<file path="config.mk">
export PLATFORM = sky130hd
export DESIGN_NAME = bnn_pixel_packer
export DESIGN_NICKNAME = d
export VERILOG_FILES = /design/src/rtl/bnn_pkg.sv /design/src/rtl/bnn_pixel_packer.sv
export SDC_FILE = /design/constraint.sdc
export NUM_CORES = 1
export LEC_CHECK = 0
export BUFFER_PORTS_ARGS = -buffer_cell sky130_fd_sc_hd__buf_2
export CAP_MARGIN = 20
export CORE_ASPECT_RATIO = 0.75
export CORE_MARGIN = 4
export CORE_UTILIZATION = 60
export DETAILED_ROUTE_END_ITERATION = 16
export GPL_TIMING_DRIVEN = 0
export PLACE_DENSITY = 0.79
export RECOVER_POWER = 25
export SLEW_MARGIN = 20
export SYNTH_ARGS = -nofsm -noshare
export SYNTH_HDL_FRONTEND = slang
export SYNTH_SLANG_ARGS = --single-unit
</file>
<file path="constraint.sdc">
create_clock -name clk -period 7.2 [get_ports clk]
set_clock_uncertainty 0.15 [all_clocks]
set_input_delay 0.72 -clock clk [delete_from_list [all_inputs] [get_ports clk]]
set_output_delay 0.72 -clock clk [all_outputs]
set_load 0.05 [all_outputs]
</file>
<file path="src/rtl/bnn_pkg.sv">
// Shared definitions for the BNN accelerator and its pixel packer front end.
// Holds stream widths common to both sides and the packer state encoding.
package bnn_pkg;

    localparam int unsigned BNN_DATA_WIDTH = 64;
    localparam int unsigned BNN_PIX_WIDTH  = 8;
    localparam int unsigned BNN_TID_WIDTH  = 4;

    typedef enum logic [0:0] {
        ACCUM = 1'b0,
        DROP  = 1'b1
    } pack_state_e;

endpackage

</file>
<file path="src/rtl/bnn_pixel_packer.sv">
// Binarizes a per-pixel AXI-Stream against a runtime threshold and packs one frame of
// DATA_WIDTH pixels into a single DATA_WIDTH-bit beat, with a parking accumulator.
module bnn_pixel_packer
    import bnn_pkg::*;
#(
    parameter int unsigned DATA_WIDTH = BNN_DATA_WIDTH,
    parameter int unsigned PIX_WIDTH  = BNN_PIX_WIDTH,
    parameter int unsigned TID_WIDTH  = BNN_TID_WIDTH
) (
    input  logic                  clk,
    input  logic                  rst,
    input  logic [PIX_WIDTH-1:0]  cfg_threshold,
    input  logic [PIX_WIDTH-1:0]  s_axis_tdata,
    input  logic                  s_axis_tvalid,
    output logic                  s_axis_tready,
    input  logic                  s_axis_tlast,
    input  logic [TID_WIDTH-1:0]  s_axis_tid,
    output logic [DATA_WIDTH-1:0] m_axis_tdata,
    output logic                  m_axis_tvalid,
    input  logic                  m_axis_tready,
    output logic [TID_WIDTH-1:0]  m_axis_tid,
    output logic                  err_short,
    output logic                  err_long
);

    localparam int unsigned            CNT_WIDTH = $clog2(DATA_WIDTH);
    localparam logic [CNT_WIDTH-1:0]   CNT_MAX   = CNT_WIDTH'(DATA_WIDTH - 1);

    pack_state_e           state_q, state_d;
    logic [CNT_WIDTH-1:0]  pix_cnt_q, pix_cnt_d;
    logic [DATA_WIDTH-1:0] acc_q, acc_d;
    logic [TID_WIDTH-1:0]  acc_tid_q, acc_tid_d;
    logic                  acc_full_q, acc_full_d;
    logic [DATA_WIDTH-1:0] out_data_q, out_data_d;
    logic [TID_WIDTH-1:0]  out_tid_q, out_tid_d;
    logic                  out_valid_q, out_valid_d;
    logic                  err_short_q, err_short_d;
    logic                  err_long_q, err_long_d;

    logic                  out_free;
    logic                  accept;
    logic                  pix_bit;
    logic                  last_slot;
    logic [DATA_WIDTH-1:0] frame_bits;
    logic [TID_WIDTH-1:0]  frame_tid;

    always_comb begin
        out_free   = !out_valid_q || m_axis_tready;
        accept     = s_axis_tvalid && !acc_full_q;
        pix_bit    = (s_axis_tdata >= cfg_threshold);
        last_slot  = (pix_cnt_q == CNT_MAX);
        frame_bits = acc_q;
        frame_bits[pix_cnt_q] = pix_bit;
        frame_tid  = (pix_cnt_q == '0) ? s_axis_tid : acc_tid_q;

        state_d     = state_q;
        pix_cnt_d   = pix_cnt_q;
        acc_d       = acc_q;
        acc_tid_d   = acc_tid_q;
        acc_full_d  = acc_full_q;
        out_data_d  = out_data_q;
        out_tid_d   = out_tid_q;
        out_valid_d = out_valid_q;
        err_short_d = 1'b0;
        err_long_d  = 1'b0;

        if (out_valid_q && m_axis_tready) begin
            out_valid_d = 1'b0;
        end

        // A parked frame has priority; input is stalled while it waits.
        if (acc_full_q) begin
            if (out_free) begin
                out_data_d  = acc_q;
                out_tid_d   = acc_tid_q;
                out_valid_d = 1'b1;
                acc_full_d  = 1'b0;
                acc_d       = '0;
                pix_cnt_d   = '0;
            end
        end else if (accept) begin
            unique case (state_q)
                ACCUM: begin
                    if (s_axis_tlast || last_slot) begin
                        err_short_d = s_axis_tlast && !last_slot;
                        err_long_d  = !s_axis_tlast && last_slot;
                        state_d     = (!s_axis_tlast && last_slot) ? DROP : ACCUM;
                        pix_cnt_d   = '0;
                        if (out_free) begin
                            out_data_d  = frame_bits;
                            out_tid_d   = frame_tid;
                            out_valid_d = 1'b1;
                            acc_d       = '0;
                        end else begin
                            acc_d      = frame_bits;
                            acc_tid_d  = frame_tid;
                            acc_full_d = 1'b1;
                        end
                    end else begin
                        acc_d     = frame_bits;
                        acc_tid_d = frame_tid;
                        pix_cnt_d = pix_cnt_q + 1'b1;
                    end
                end
                DROP: begin
                    if (s_axis_tlast) begin
                        state_d   = ACCUM;
                        pix_cnt_d = '0;
                    end
                end
                default: state_d = ACCUM;
            endcase
        end
    end

    always_ff @(posedge clk or posedge rst) begin
        if (rst) begin
            state_q     <= ACCUM;
            pix_cnt_q   <= '0;
            acc_q       <= '0;
            acc_tid_q   <= '0;
            acc_full_q  <= 1'b0;
            out_data_q  <= '0;
            out_tid_q   <= '0;
            out_valid_q <= 1'b0;
            err_short_q <= 1'b0;
            err_long_q  <= 1'b0;
        end else begin
            state_q     <= state_d;
            pix_cnt_q   <= pix_cnt_d;
            acc_q       <= acc_d;
            acc_tid_q   <= acc_tid_d;
            acc_full_q  <= acc_full_d;
            out_data_q  <= out_data_d;
            out_tid_q   <= out_tid_d;
            out_valid_q <= out_valid_d;
            err_short_q <= err_short_d;
            err_long_q  <= err_long_d;
        end
    end

    assign s_axis_tready = !acc_full_q;
    assign m_axis_tdata  = out_data_q;
    assign m_axis_tid    = out_tid_q;
    assign m_axis_tvalid = out_valid_q;
    assign err_short     = err_short_q;
    assign err_long      = err_long_q;

endmodule
</file>
==> impl_metrics.xml <==
<?xml version="1.0" encoding="UTF-8"?>
<metrics>
  <group name="status">
    <metric name="run_status" unit="">complete, but fails checks</metric>
    <metric name="failed_checks" unit="">capacitance limit, slew limit</metric>
  </group>
  <group name="worst_setup_path">
    <metric name="worst_r2r_dst" unit="">acc_q[49]$_DFFE_PP0P_</metric>
    <metric name="path_common_cell" unit="">o21ai_0</metric>
    <metric name="worst-endpoint-arrival" unit="ns">2.80</metric>
    <metric name="worst-setup-path-type" unit="">input port to register</metric>
    <metric name="crit-reg2reg-launch" unit="">pix_cnt_q[2]$_DFFE_PP0P_</metric>
    <metric name="type_of_origin_of_the_critical_path" unit="">input port</metric>
    <metric name="worstSetupEndpointType" unit="">register</metric>
    <metric name="worst_case_reg_to_reg_path_depth" unit="">6</metric>
    <metric name="worst-endpoint-required" unit="ns">7.35</metric>
    <metric name="ordered_list_of_cells_on_the_worst_path" unit="">buf_2, inv_1, ha_1, nor2b_1, o211a_1, o311a_1, clkbuf_1, o21ai_0, o21ai_0</metric>
    <metric name="crit_path_max_fanout" unit="">10</metric>
    <metric name="regToRegSetupSlack" unit="ns">4.57</metric>
    <metric name="timing.critical_path.slowest_cell_delay" unit="ns">0.50</metric>
    <metric name="cp_slowest_cell" unit="">o311a_1</metric>
  </group>
  <group name="clock_network">
    <metric name="cts_made_buffers" unit="">17</metric>
    <metric name="clk_pin_slew_worst_paths" unit="ns">0.06</metric>
    <metric name="cts_tree" unit="">yes</metric>
    <metric name="postCtsSetupBuffers" unit="">0</metric>
    <metric name="cts-resized-gates" unit="">0</metric>
    <metric name="clk_latency" unit="ns">0.44</metric>
    <metric name="cts.htree.levels" unit="">4</metric>
    <metric name="cts_hold_buffers" unit="">0</metric>
    <metric name="clock_path_buffers" unit="">2</metric>
    <metric name="cts-root-buf" unit="">clkbuf_16</metric>
    <metric name="cts_sinks" unit="">147</metric>
  </group>
  <group name="pwr">
    <metric name="total_leakage_power" unit="nW">4.102</metric>
    <metric name="comb_power_share" unit="%">31.1</metric>
    <metric name="pint" unit="mW">1.699</metric>
    <metric name="sw_frac_of_total" unit="%">38.66</metric>
    <metric name="power_per_cell_area" unit="nW/µm²">297.1</metric>
    <metric name="p_seq_share" unit="%">36.4</metric>
    <metric name="clock_power_share" unit="%">32.5</metric>
    <metric name="power.ir.vdd_worst" unit="mV">0.2753</metric>
    <metric name="p_sw" unit="mW">1.070</metric>
  </group>
  <group name="layout">
    <metric name="final_net_count" unit="">1135</metric>
    <metric name="layoutNonFillerInstCount" unit="">1284</metric>
    <metric name="synthToLayoutAreaGrowth" unit="%">16.41</metric>
    <metric name="layout.cells.most_common_list" unit="">a21oi_1 (191), dfrtp_1 (147), nor2_1 (135)</metric>
    <metric name="drive_gt1_share" unit="%">16.80</metric>
    <metric name="finalInstanceArea" unit="µm²">9321</metric>
    <metric name="fin_util" unit="%">71.61</metric>
    <metric name="antenna_cells_inserted" unit="">0</metric>
    <metric name="fillers" unit="">1031</metric>
    <metric name="commonest_non_fill_non_tap_cell_in_the_layout" unit="">a21oi_1</metric>
  </group>
  <group name="global_route">
    <metric name="antenna_found_initial" unit="">0</metric>
    <metric name="top_usage_layer" unit="">met2</metric>
    <metric name="first_pass_grt_wire_length" unit="mm">37.09</metric>
    <metric name="grt.met2_usage" unit="%">45.11</metric>
    <metric name="grt_max_degree" unit="">93</metric>
    <metric name="vias_in_the_first_global_route" unit="">7057</metric>
    <metric name="grtUsageTotal" unit="%">30.91</metric>
    <metric name="grt.met3_usage" unit="%">8.444</metric>
    <metric name="globalRouteOverflowTotal" unit="">0</metric>
    <metric name="global_route.usage.met1" unit="%">44.29</metric>
  </group>
  <group name="yosys">
    <metric name="seq_area_frac_synth" unit="%">45.94</metric>
    <metric name="netlist_instances" unit="">985</metric>
    <metric name="synth_warnings" unit="">0</metric>
    <metric name="syn-mean-instance-area" unit="µm²">8.130</metric>
    <metric name="ys_seq_elements" unit="">147</metric>
    <metric name="yosys.cell_types.count" unit="">51</metric>
    <metric name="synthesis.nets" unit="">1020</metric>
    <metric name="ys.flop_type" unit="">dfrtp_1</metric>
    <metric name="synth-edff-count" unit="">0</metric>
    <metric name="synth.largest_area_cell" unit="">dfrtp_1</metric>
    <metric name="synth_top_area_share" unit="%">45.94</metric>
    <metric name="async_reset_ff_share" unit="%">100.0</metric>
    <metric name="synthTopCellsByArea" unit="">dfrtp_1 (46%), a21oi_1 (12%), nor2_1 (6.3%)</metric>
    <metric name="synth_area" unit="µm²">8008</metric>
  </group>
  <group name="sta">
    <metric name="unrepaired_setup_endpoints_after_global_routing" unit="">false</metric>
    <metric name="finalSetupViolations" unit="">0</metric>
    <metric name="timing.final.crit_share" unit="%">36.81</metric>
    <metric name="max_slew.worst_pin.slew" unit="ns">2.519</metric>
    <metric name="finalSetupTns" unit="ns">0</metric>
    <metric name="finalWorstPathRequiredPeriod" unit="ns">2.650</metric>
    <metric name="hold_vio_cnt_final" unit="">0</metric>
    <metric name="timing.max_slew.rel_slack" unit="%">-68.83</metric>
    <metric name="maxClockFrequency" unit="MHz">377.3</metric>
    <metric name="final.hold.worst_slack" unit="ns">0.3517</metric>
    <metric name="number_of_slew_limit_violations_in_the_final_report" unit="">56</metric>
  </group>
  <group name="place">
    <metric name="gp_congestion" unit="">0.9537</metric>
    <metric name="placedCellCount" unit="">1252</metric>
    <metric name="io_buffers" unit="">95</metric>
    <metric name="detailedPlacementHpwl" unit="mm">15.31</metric>
    <metric name="detailed_place.area" unit="µm²">8732</metric>
  </group>
  <group name="floorplanning">
    <metric name="dieHeight" unit="µm">108.1</metric>
    <metric name="die_x" unit="µm">141.4</metric>
    <metric name="design.die.area" unit="µm²">15280</metric>
    <metric name="initial_core_util" unit="%">61.51</metric>
    <metric name="design.core.area" unit="µm²">13020</metric>
    <metric name="rows" unit="">36</metric>
    <metric name="floorplan.io_pins" unit="">97</metric>
  </group>
  <group name="detailed_routing">
    <metric name="route.final.wire_length" unit="mm">23.02</metric>
    <metric name="initialDrtViolationCount" unit="">1006</metric>
    <metric name="via_count" unit="">7682</metric>
    <metric name="viasPerCell" unit="">5.983</metric>
    <metric name="remaining_number_of_nets_flagged_by_the_antenna_check_after_routing" unit="">0</metric>
    <metric name="remaining_drc_errors" unit="">0</metric>
    <metric name="first_pass_iters" unit="">5</metric>
    <metric name="post_drt_wl_per_cell" unit="µm">17.93</metric>
  </group>
  <group name="run">
    <metric name="max-cap-violations" unit="">1</metric>
  </group>
  <group name="hold_path">
    <metric name="min-delay-start" unit="">acc_q[27]$_DFFE_PP0P_</metric>
    <metric name="worstHoldEndpoint" unit="">acc_q[27]$_DFFE_PP0P_</metric>
    <metric name="type_of_the_worst_min_delay_path" unit="">register to register</metric>
    <metric name="min_path_cells" unit="">2</metric>
  </group>
</metrics>
synthesized netlist by cell type, drive strengths merged, types with 10 or more instances:
cell,n
nand2,68
o21ai,129
ha,10
nand2b,63
nand3,61
clkbuf,45
a21oi,191
nor2,136
dfrtp,147
buf,46
inv,14
power groups by stage:
stage	Sequential (mW)	Clock [mW]	Combinational, mW
2_1_floorplan	1.34	0	0.314
3_3_place_gp	1.02	0	0.845
3_5_place_dp	1.02	0	0.856
4_1_cts	1.01	0.901	0.860
5_1_grt	1.02	0.936	0.923
6_report	1.01	0.899	0.862
state kept, by name, indices dropped and copies added (netlist names):
register / flops
acc_q: 64
m_axis_tdata: 64
pix_cnt_q: 6
acc_tid_q: 4
m_axis_tid: 4
acc_full_q: 1
err_long: 1
err_short: 1
m_axis_tvalid: 1
state_q: 1
per-layer routing:
layer,part of all wire (%),vias up
met5,0,-
li1,-,3630
met3,10,59
met1,44,3585
met2,43,408
met4,2.6,0
final cells by class:
| class | instances | area (µm²) | share of cell area [%] |
|---|---|---|---|
| Clock buffer | 26 | 529.3 | 5.678 |
| Timing Repair Buffer | 96 | 503.0 | 5.396 |
| Tap cell | 171 | 214.0 | 2.295 |
| Buffer | 91 | 412.9 | 4.430 |
| Inverter | 14 | 53.80 | 0.5772 |
| Clock inverter | 6 | 66.31 | 0.7114 |
| Sequential cell | 147 | 3679 | 39.46 |
| Multi-Input combinational cell | 733 | 3864 | 41.45 |
cell families (layout without fill, tap and decap cells):
group / Yosys count / in the layout / synth area share [%]
adder cells (fa/ha/maj): 10 / 10 / 1.563
AND/OR/NAND/NOR: 367 / 367 / 22.33
flip-flops: 147 / 147 / 45.94
multiplexers: 9 / 9 / 1.391
AO/OA/AOI/OAI: 347 / 347 / 22.97
buffers and inverters: 105 / 233 / 5.813
through the flow:
stage          setup slack, ns  total power, mW
6_report                 4.550            2.769
5_1_grt                  4.437            2.883
4_1_cts                  4.618            2.769
3_5_place_dp             4.217            1.878
3_3_place_gp            0.8002            1.862
2_1_floorplan            2.379            1.655
worst max path at each step:
stage | startpoint | endpoint | slack [ns] | cells past startpoint
floorplan | rst | acc_full_q$_DFF_PP0_ | 2.38 | 1
global route | pix_cnt_q[0]$_DFFE_PP0P_ | acc_q[56]$_DFFE_PP0P_ | 4.44 | 6
finish | cfg_threshold[1] | acc_q[49]$_DFFE_PP0P_ | 4.55 | 9
global placement | rst | m_axis_tdata[32]$_DFFE_PP0P_ | 0.80 | 2
detailed placement | cfg_threshold[1] | acc_q[39]$_DFFE_PP0P_ | 4.22 | 9
CTS | cfg_threshold[1] | acc_q[49]$_DFFE_PP0P_ | 4.62 | 9
critical path: cells and delay by family:
| family | cells | cell delay [ns] |
|---|---|---|
| compound gates | 4 | 1.24 |
| simple gates | 1 | 0.13 |
| buf+inv | 3 | 0.40 |
| fa+ha+maj | 1 | 0.29 |
Power figures use the tool's default switching activity.
